==> config.mk <==
export PLATFORM = sky130hd
export DESIGN_NAME = if_id_fetch_stage
export DESIGN_NICKNAME = d
export VERILOG_FILES = /design/src/rtl/if_id_fetch_stage.sv
export SDC_FILE = /design/constraint.sdc
export NUM_CORES = 1
export LEC_CHECK = 0
export CAP_MARGIN = 20
export CORE_MARGIN = 3
export CORE_UTILIZATION = 56
export DETAILED_ROUTE_END_ITERATION = 10
export HOLD_SLACK_MARGIN = 0.08
export PLACE_DENSITY_LB_ADDON = 0.3
export SLEW_MARGIN = 20
export SYNTH_ARGS = -nofsm -noshare
export SYNTH_HDL_FRONTEND = slang
export SYNTH_SLANG_ARGS = --single-unit
==> constraint.sdc <==
create_clock -name clk -period 8.6 [get_ports clk]
set_clock_uncertainty 0.1 [all_clocks]
set_input_delay 2.58 -clock clk [delete_from_list [all_inputs] [get_ports clk]]
set_output_delay 2.58 -clock clk [all_outputs]
set_load 0.005 [all_outputs]
==> src/rtl/if_id_fetch_stage.sv <==
// ----------------------------------------------------------------------------
// if_id_fetch_stage
//
// Instruction-fetch stage and IF/ID pipeline register of the pipelined RV32I
// core. Owns the PC, fetches from instruction memory over a valid/ready
// handshake and presents the fetched word to the ID stage. Honours the
// load-use stall from the hazard unit and the taken-branch flush/redirect
// resolved in EX.
//
// Ports:
//   clk          rising-edge clock
//   rst          asynchronous active-high reset
//   stall        hold PC and IF/ID (load-use hazard)
//   flush        squash IF/ID and redirect fetch to redirect_pc
//   redirect_pc  branch/jump target, bits [1:0] ignored
//   imem_req     fetch request valid
//   imem_addr    word-aligned fetch address, stable until imem_ready
//   imem_ready   memory accepts the request; imem_rdata valid same cycle
//   imem_rdata   instruction word returned by memory
//   IF_ID_instr  registered instruction for ID / hazard unit
//   IF_ID_pc     PC of IF_ID_instr
//   IF_ID_valid  1 = real instruction, 0 = bubble
// ----------------------------------------------------------------------------
module if_id_fetch_stage #(
    parameter logic [31:0] RESET_PC  = 32'h0000_0000,
    parameter logic [31:0] NOP_INSTR = 32'h0000_0013
) (
    input  logic        clk,
    input  logic        rst,
    input  logic        stall,
    input  logic        flush,
    input  logic [31:0] redirect_pc,
    output logic        imem_req,
    output logic [31:0] imem_addr,
    input  logic        imem_ready,
    input  logic [31:0] imem_rdata,
    output logic [31:0] IF_ID_instr,
    output logic [31:0] IF_ID_pc,
    output logic        IF_ID_valid
);

    // FETCH    : request outstanding at pc_q
    // BUFFERED : a word arrived during a stall and waits in the skid buffer
    // DRAIN    : a flush hit an unaccepted request; finish it, then redirect
    localparam logic [1:0] ST_FETCH    = 2'd0;
    localparam logic [1:0] ST_BUFFERED = 2'd1;
    localparam logic [1:0] ST_DRAIN    = 2'd2;

    localparam logic [31:0] RESET_PC_ALIGNED = {RESET_PC[31:2], 2'b00};

    logic [1:0]  state_q, state_d;
    logic [31:0] pc_q, pc_d;
    logic [31:0] pending_pc_q, pending_pc_d;
    logic [31:0] buf_instr_q, buf_instr_d;
    logic [31:0] buf_pc_q, buf_pc_d;
    logic [31:0] if_id_instr_q, if_id_instr_d;
    logic [31:0] if_id_pc_q, if_id_pc_d;
    logic        if_id_valid_q, if_id_valid_d;

    logic        transfer;
    logic        buf_valid;
    logic [31:0] redirect_aligned;
    logic        unused_redirect_lsbs;

    // The request is withdrawn while reset is held so the memory never sees a
    // half-initialised address.
    assign imem_req  = !rst && (state_q != ST_BUFFERED);
    // In DRAIN pc_q still holds the abandoned address, which must stay on the
    // bus until the memory accepts it.
    assign imem_addr = pc_q;
    assign transfer  = imem_req && imem_ready;

    // The skid buffer holds a word exactly while in BUFFERED.
    assign buf_valid = (state_q == ST_BUFFERED);

    assign redirect_aligned     = {redirect_pc[31:2], 2'b00};
    assign unused_redirect_lsbs = ^redirect_pc[1:0];

    assign IF_ID_instr = if_id_instr_q;
    assign IF_ID_pc    = if_id_pc_q;
    assign IF_ID_valid = if_id_valid_q;

    always_comb begin
        // NOTE: every variable gets a default first so no path leaves one
        // unassigned, which would otherwise infer a latch.
        state_d       = state_q;
        pc_d          = pc_q;
        pending_pc_d  = pending_pc_q;
        buf_instr_d   = buf_instr_q;
        buf_pc_d      = buf_pc_q;
        if_id_instr_d = if_id_instr_q;
        if_id_pc_d    = if_id_pc_q;
        if_id_valid_d = if_id_valid_q;

        case (state_q)
            ST_FETCH: begin
                if (flush) begin
                    if (transfer) begin
                        // Wrong-path word is dropped; next cycle fetches the target.
                        pc_d = redirect_aligned;
                    end else begin
                        // Request already on the bus cannot be retracted.
                        pending_pc_d = redirect_aligned;
                        state_d      = ST_DRAIN;
                    end
                end else if (transfer) begin
                    if (stall) begin
                        buf_instr_d = imem_rdata;
                        buf_pc_d    = pc_q;
                        state_d     = ST_BUFFERED;
                    end else begin
                        if_id_instr_d = imem_rdata;
                        if_id_pc_d    = pc_q;
                        if_id_valid_d = 1'b1;
                    end
                    pc_d = pc_q + 32'd4;
                end else if (!stall) begin
                    // Fetch miss: hand ID a bubble rather than a stale instruction.
                    if_id_instr_d = NOP_INSTR;
                    if_id_pc_d    = pc_q;
                    if_id_valid_d = 1'b0;
                end
            end

            ST_BUFFERED: begin
                if (flush) begin
                    pc_d    = redirect_aligned;
                    state_d = ST_FETCH;
                end else if (!stall && buf_valid) begin
                    if_id_instr_d = buf_instr_q;
                    if_id_pc_d    = buf_pc_q;
                    if_id_valid_d = 1'b1;
                    state_d       = ST_FETCH;
                end
            end

            ST_DRAIN: begin
                // IF/ID already holds the bubble inserted by the original flush.
                if (transfer) begin
                    pc_d    = flush ? redirect_aligned : pending_pc_q;
                    state_d = ST_FETCH;
                end else if (flush) begin
                    pending_pc_d = redirect_aligned;
                end
            end

            default: begin
                state_d = ST_FETCH;
            end
        endcase

        // Flush beats stall: squash IF/ID regardless of state, PC field kept.
        if (flush) begin
            if_id_instr_d = NOP_INSTR;
            if_id_valid_d = 1'b0;
        end
    end

    always_ff @(posedge clk or posedge rst) begin
        if (rst) begin
            state_q       <= ST_FETCH;
            pc_q          <= RESET_PC_ALIGNED;
            pending_pc_q  <= RESET_PC_ALIGNED;
            if_id_instr_q <= NOP_INSTR;
            if_id_pc_q    <= 32'd0;
            if_id_valid_q <= 1'b0;
        end else begin
            // NOTE: non-blocking assignments so every register samples the
            // pre-edge values, independent of statement order.
            state_q       <= state_d;
            pc_q          <= pc_d;
            pending_pc_q  <= pending_pc_d;
            if_id_instr_q <= if_id_instr_d;
            if_id_pc_q    <= if_id_pc_d;
            if_id_valid_q <= if_id_valid_d;
        end
    end

    // NOTE: the skid buffer is data only; its contents are never observed
    // unless BUFFERED marks them valid, so it carries no reset.
    always_ff @(posedge clk) begin
        buf_instr_q <= buf_instr_d;
        buf_pc_q    <= buf_pc_d;
    end

endmodule

==> results of run 1 <==
## state kept, by name, summed over array words and instances, names as in the netlist
register and flops:
pending_pc_q 32, IF_ID_valid 1, buf_instr_q 32, IF_ID_pc 32, IF_ID_instr 32, buf_pc_q 32
imem_addr 32, state_q 2
## power groups by stage
stage	registers [W]	clock network (W)	logic [W]
floorplan	0.00141	0	0.000689
global placement	0.00146	0	0.00116
detailed placement	0.00148	0	0.00119
CTS	0.00146	0.000796	0.00120
global route	0.00150	0.000837	0.00131
finish	0.00147	0.000788	0.00120
## cell usage after synthesis (all sizes together), types with 2 or more instances
cell / n
xnor2: 3
ha: 4
a211o: 3
dfstp: 3
and2: 7
a21o: 2
mux2i: 34
nand2b: 3
nand3: 14
inv: 11
and3: 9
a22oi: 33
a221oi: 10
o22ai: 5
o31a: 2
and4: 2
a222oi: 4
edfxtp: 64
nand2: 105
a22o: 7
a221o: 6
nor3: 9
a211oi: 5
o22a: 3
a21oi: 44
dfrtp: 128
nor2: 32
o31ai: 9
a31oi: 8
o41ai: 4
nand4b: 2
o21ai: 92
nor3b: 5
nand4: 8
clkbuf: 30
mux2: 37
buf: 27
nor2b: 3
## cell families after synthesis
group           Yosys count  synth area share, %
compound gates          249                17.85
xor+xnor                  4               0.3934
fa+ha+maj                 4               0.5619
buf+inv                  68                3.203
flops                   195                58.42
mux                      71                8.498
simple gates            204                11.07
## stage by stage
step,hold WS [ps],utilization [%],std cells
floorplan,349.7,-,795
global placement,359.5,69.42,1122
detailed placement,370.3,69.42,1122
CTS,384.7,73.20,1152
global route,403.3,73.20,1152
finish,379.4,73.20,1152
## placed cells by master, fill, tap and decap left out, types with 4 or more instances in the layout
cell type and count:
buf_4 9, a211oi_1 5, a222oi_1 4, a21oi_1 44, nor3b_1 4, a22o_1 7, a221o_1 6, a31oi_1 8
nand2_1 104, nand4_1 7, o22ai_1 5, and3_1 9, nand3_1 12, nor3_1 7, clkdlybuf4s50_1 163, mux2i_1 34
edfxtp_1 64, mux2_1 32, o21ai_1 54, a22oi_1 33, o21ai_0 38, mux2_2 5, clkbuf_16 17, inv_1 9
and2_1 6, o31ai_1 9, o41ai_1 4, dfrtp_1 128, nor2_1 31, a221oi_1 10
## worst paths after layout
path / startpoint / end / slack (ps) / cells past startpoint
max: rst / imem_req / 2120 / 3
min: IF_ID_instr[18] / IF_ID_instr[18] / 380 / 2
max reg2reg: state_q[0] / pending_pc_q[25] / 5530 / 6
min reg2reg: IF_ID_instr[18] / IF_ID_instr[18] / 380 / 2
max in group asynchronous: rst / imem_addr[17] / 4310 / 3
min in group asynchronous: rst / pending_pc_q[24] / 2650 / 2
## layout make-up
| cell class | instances | area (sq um) | share of cell area (%) |
|---|---|---|---|
| clock inverters | 10 | 133.9 | 1.190 |
| well taps | 211 | 264.0 | 2.347 |
| inverters | 11 | 43.79 | 0.3892 |
| multi-input cells | 532 | 3455 | 30.71 |
| repair buffers | 173 | 1704 | 15.15 |
| flip-flops and latches | 195 | 5204 | 46.25 |
| clock buffers | 20 | 446.7 | 3.970 |
## worst reg2reg max path, stage by stage, from the launching register on
cell     delay [ps]
dfrtp_1         430
inv_1           120
ha_1            760
nor2_1          260
nor2_1          220
nand2_2         520
mux2_1          550
## per-layer routing
metal | track usage [%] | wire length [um]
met3 | 4.924 | 1606
met5 | 0 | 0
met2 | 38.11 | 10190
met4 | 8.285 | 338
met1 | 35.49 | 9698
==> flow_metrics.tcl, run 1 <==
set metrics [dict create \
    status "finished clean" \
    relSlewSlack_pct 37.94 \
    synth.top_cell.area_share_pct 35.96 \
    p_seq_share_pct 42.5 \
    yosys-top-cells-area "dfrtp_1 (36%), edfxtp_1 (22%), nand2_1 (4.4%)" \
    hold_buffers 0 \
    cts.htree.levels 4 \
    drt_first_pass_iters 5 \
    setup_ws_ps 2121 \
    p_sw_share_pct 34.20 \
    p_sw_w 0.001182 \
    hold_viol_final 0 \
    critPathSlowestCell "clkdlybuf4s50_1" \
    drtIter0Drc 673 \
    finalCritPeriodShare_pct 75.33 \
    row_count 45 \
    synth-async-reset-ratio_pct 67.18 \
    num_antenna_cells 0 \
    cpPeakStageDelay_ps 530 \
    setup_viol_count_final 0 \
    comb_power_share_pct 34.7 \
    num-fill-cells 1076 \
    die_w_um 132.1 \
    drive_above_1_share_pct 6.589 \
    cts_tree "yes" \
    ant_nets 0 \
    track_usage_pct 24.71 \
    gp_congestion 0.8332 \
    grt_setup_unrepaired "false" \
    yosysSeqAreaShare_pct 58.42 \
    portBuffers 164 \
    pin_count 167 \
    crit_family "buffers and inverters" \
    ir_drop_mv 0.1753 \
    synth_cell_type_count 67 \
    synthCells 795 \
    fin_area_sq_um 11250 \
    drt-wirelength-per-cell_um 18.95 \
    synth.avg_cell_area_sq_um 11.20 \
    internal_power_w 0.002274 \
    antenna_found_initial 0 \
    postCtsSetupBuffers 0 \
    synthesis.area_sq_um 8907 \
    cts_buffer_depth 2 \
    synth_edf_count 64 \
    via_per_inst 6.036 \
    worstSetupPathType "in -> out" \
    cts_buffers 17 \
    post_dp_cell_area_sq_um 10670 \
    total_power_w 0.003456 \
    vias 6954 \
    cts_resized 0 \
    dp_hpwl_mm 14.30 \
    die_h_um 132.1 \
    worst_ep_required_time_ps 5920 \
    grt_pass1_vias 6512 \
    drv_cap 0 \
    crit_arrival_ps 3800 \
    clkSinkCount 195 \
    routed_wl_mm 21.84 \
    area_growth_pct 26.31 \
    core-area_sq_um 15370 \
    max_freq_mhz 154.4 \
    synth_top_cell_by_area "dfrtp_1" \
    fin_crit_ps 6479 \
    cp-end-kind "output port" \
    tightest_slew_ps 930.8 \
    yosysWarnings 0 \
    cts_root_buf "clkbuf_16" \
    clk_pin_slew_ps 60 \
    start_util_pct 57.95 \
    synth_nets 868 \
    setup_tns_ps 0 \
    crit_fanout 3 \
    grt_pass1_wl_mm 34.76 \
    yosys_most_used_dff "dfrtp_1" \
    power.leakage_nw 4.270 \
    p_clk_share_pct 22.8 \
    grt_max_degree 95 \
    drc 0 \
    hold_path_class "reg -> reg" \
    pre_cts_ws_ps 2111 \
    grt_overflow_total 0 \
    insertion_delay_ps 420 \
    path_buf_inv 2 \
    slew_viol_final 0 \
    timing.critical_path.mode_cell "clkdlybuf4s50_1" \
    crit_chain "clkdlybuf4s50_1 > nor2_1 > clkdlybuf4s50_1" \
    startpoint_type "input pin" \
    fin_nets 1003 \
    die_area_sq_um 17460 \
    powerDensity_nw_per_um2 307.2 \
    ys_ff_latch 195 \
]
(Power assumes the default switching activity.)
==> inputs of run 2 (changes only) <==
--- a/config.mk
+++ b/config.mk
@@ -7,7 +7,7 @@
 export LEC_CHECK = 0
 export CAP_MARGIN = 20
 export CORE_MARGIN = 3
-export CORE_UTILIZATION = 56
+export CORE_UTILIZATION = 52
 export DETAILED_ROUTE_END_ITERATION = 10
 export HOLD_SLACK_MARGIN = 0.08
 export PLACE_DENSITY_LB_ADDON = 0.3
==> constraint.sdc (replaced) <==
create_clock -name clk -period 6.41 [get_ports clk]
set_clock_uncertainty 0.1 [all_clocks]
set_input_delay 1.923 -clock clk [delete_from_list [all_inputs] [get_ports clk]]
set_output_delay 1.923 -clock clk [all_outputs]
set_load 0.005 [all_outputs]
==> run 2 against run 1 <==
Non-clock buffer count up 2. Critical endpoint unchanged. Final cell count rose by 1.1%. Setup slack lost 870 ps.
==> flow_metrics.tcl, run 2 (same netlist as run 1, synthesis figures left out) <==
set metrics [dict create \
    area_growth_pct 26.49 \
    drt-wirelength-per-cell_um 19.44 \
    status "finished clean" \
    vias 6970 \
    grt_pass1_vias 6741 \
    grt_pass1_wl_mm 36.03 \
    die_area_sq_um 18740 \
    hold_path_class "reg -> reg" \
    cts_buffers 17 \
    cts_resized 0 \
    fin_nets 1005 \
    drc 0 \
    fin_area_sq_um 11270 \
    worst_ep_required_time_ps 4390 \
    cpPeakStageDelay_ps 520 \
    finalCritPeriodShare_pct 80.41 \
    post_dp_cell_area_sq_um 10700 \
    max_freq_mhz 194.0 \
    fin_crit_ps 5154 \
    portBuffers 164 \
    clk_pin_slew_ps 70 \
    tightest_slew_ps 944.3 \
    dp_hpwl_mm 14.97 \
    cts_root_buf "clkbuf_16" \
    relSlewSlack_pct 37.05 \
    crit_fanout 3 \
    start_util_pct 53.33 \
    hold_depth 2 \
    hold_viol_final 0 \
    powerDensity_nw_per_um2 410.9 \
    placed_cells 1133 \
    track_usage_pct 24.50 \
    insertion_delay_ps 430 \
    routed_wl_mm 22.64 \
    ir_drop_mv 0.2355 \
    worst-r2r-cell-count 9 \
    grt_overflow_total 0 \
    holdWs_ps 382.3 \
    final_core_util_pct 67.46 \
    mostFrequentLayoutCell "clkdlybuf4s50_1" \
    stdcell_count 1165 \
    critPathSlowestCell "clkdlybuf4s50_1" \
    drv_cap 0 \
    crit_arrival_ps 3130 \
    gp_congestion 0.8361 \
    drive_above_1_share_pct 6.878 \
    row_count 47 \
    clkSinkCount 195 \
    cts_tree "yes" \
    power.leakage_nw 4.277 \
    layout_common_cells "clkdlybuf4s50_1 (163), dfrtp_1 (128), nand2_1 (104)" \
    slew_viol_final 0 \
    drtIter0Drc 654 \
    num_antenna_cells 0 \
    crit_chain "clkdlybuf4s50_1 > nor2_1 > clkdlybuf4s50_1" \
    cts_buffer_depth 2 \
    antenna_found_initial 0 \
    cts.htree.levels 4 \
    setup_viol_count_final 0 \
    core-area_sq_um 16700 \
    grt_setup_unrepaired "false" \
    die_w_um 136.9 \
    worstSetupPathType "in -> out" \
    via_per_inst 5.983 \
    pin_count 167 \
    grt_max_degree 77 \
    die_h_um 136.9 \
    timing.critical_path.mode_cell "clkdlybuf4s50_1" \
    drt_first_pass_iters 5 \
    postCtsSetupBuffers 0 \
    cp-end-kind "output port" \
    setup_tns_ps 0 \
    startpoint_type "input pin" \
    hold_buffers 0 \
    ant_nets 0 \
]
-- run 2: cell count changes in the layout (fill, tap and decap cells not counted), sizes merged --
cell      delta
bufinv       -1
clkinv       +4
buf          +2
clkinvlp     -1
-- run 2: layout make-up --
class | count | area [sq um]
Fill cell | 1283 | 5434
Sequential cell | 195 | 5204
Multi-Input combinational cell | 532 | 3455
Timing Repair Buffer | 175 | 1719
Clock buffer | 20 | 436.7
Tap cell | 220 | 275.3
Clock inverter | 12 | 133.9
Inverter | 11 | 43.79
-- run 2: power breakdown --
part / total [W] / leakage, nW / internal [W] / switching [W]
combinational: 0.00162 / 1.76 / 0.000803 / 0.000820
clock: 0.00104 / 0.281 / 0.000577 / 0.000460
sequential: 0.00197 / 2.23 / 0.00163 / 0.000340
-- run 2: critical path: cells and delay by family --
kind	cells	cell delay (ps)
buffers and inverters	2	1030
and+or+nand+nor	1	180
-- run 2: final timing paths --
check,from,end,slack (ps)
max in group asynchronous,rst,pending_pc_q[5],3160
min reg2reg,IF_ID_instr[28],IF_ID_instr[28],380
min,IF_ID_instr[28],IF_ID_instr[28],380
max reg2reg,state_q[1],IF_ID_pc[6],2950
min in group asynchronous,rst,pending_pc_q[29],2060
max,rst,imem_req,1260
-- run 2: metal layers --
layer  GRT usage, %  part of all wire (%)  vias up
met4          8.149                   2.0        0
met1          34.05                    44     3428
met3          4.816                   7.1       36
li1               -                     -     3240
met5              0                     0        -
met2          38.99                    47      266
-- run 2: metrics by stage --
stage	worst slack, ps	power, W
after floorplan	894.3	0.002817
after global placement	1277	0.003537
after detailed placement	1266	0.003604
after CTS	1260	0.004649
after global routing	1189	0.004908
final	1256	0.004630
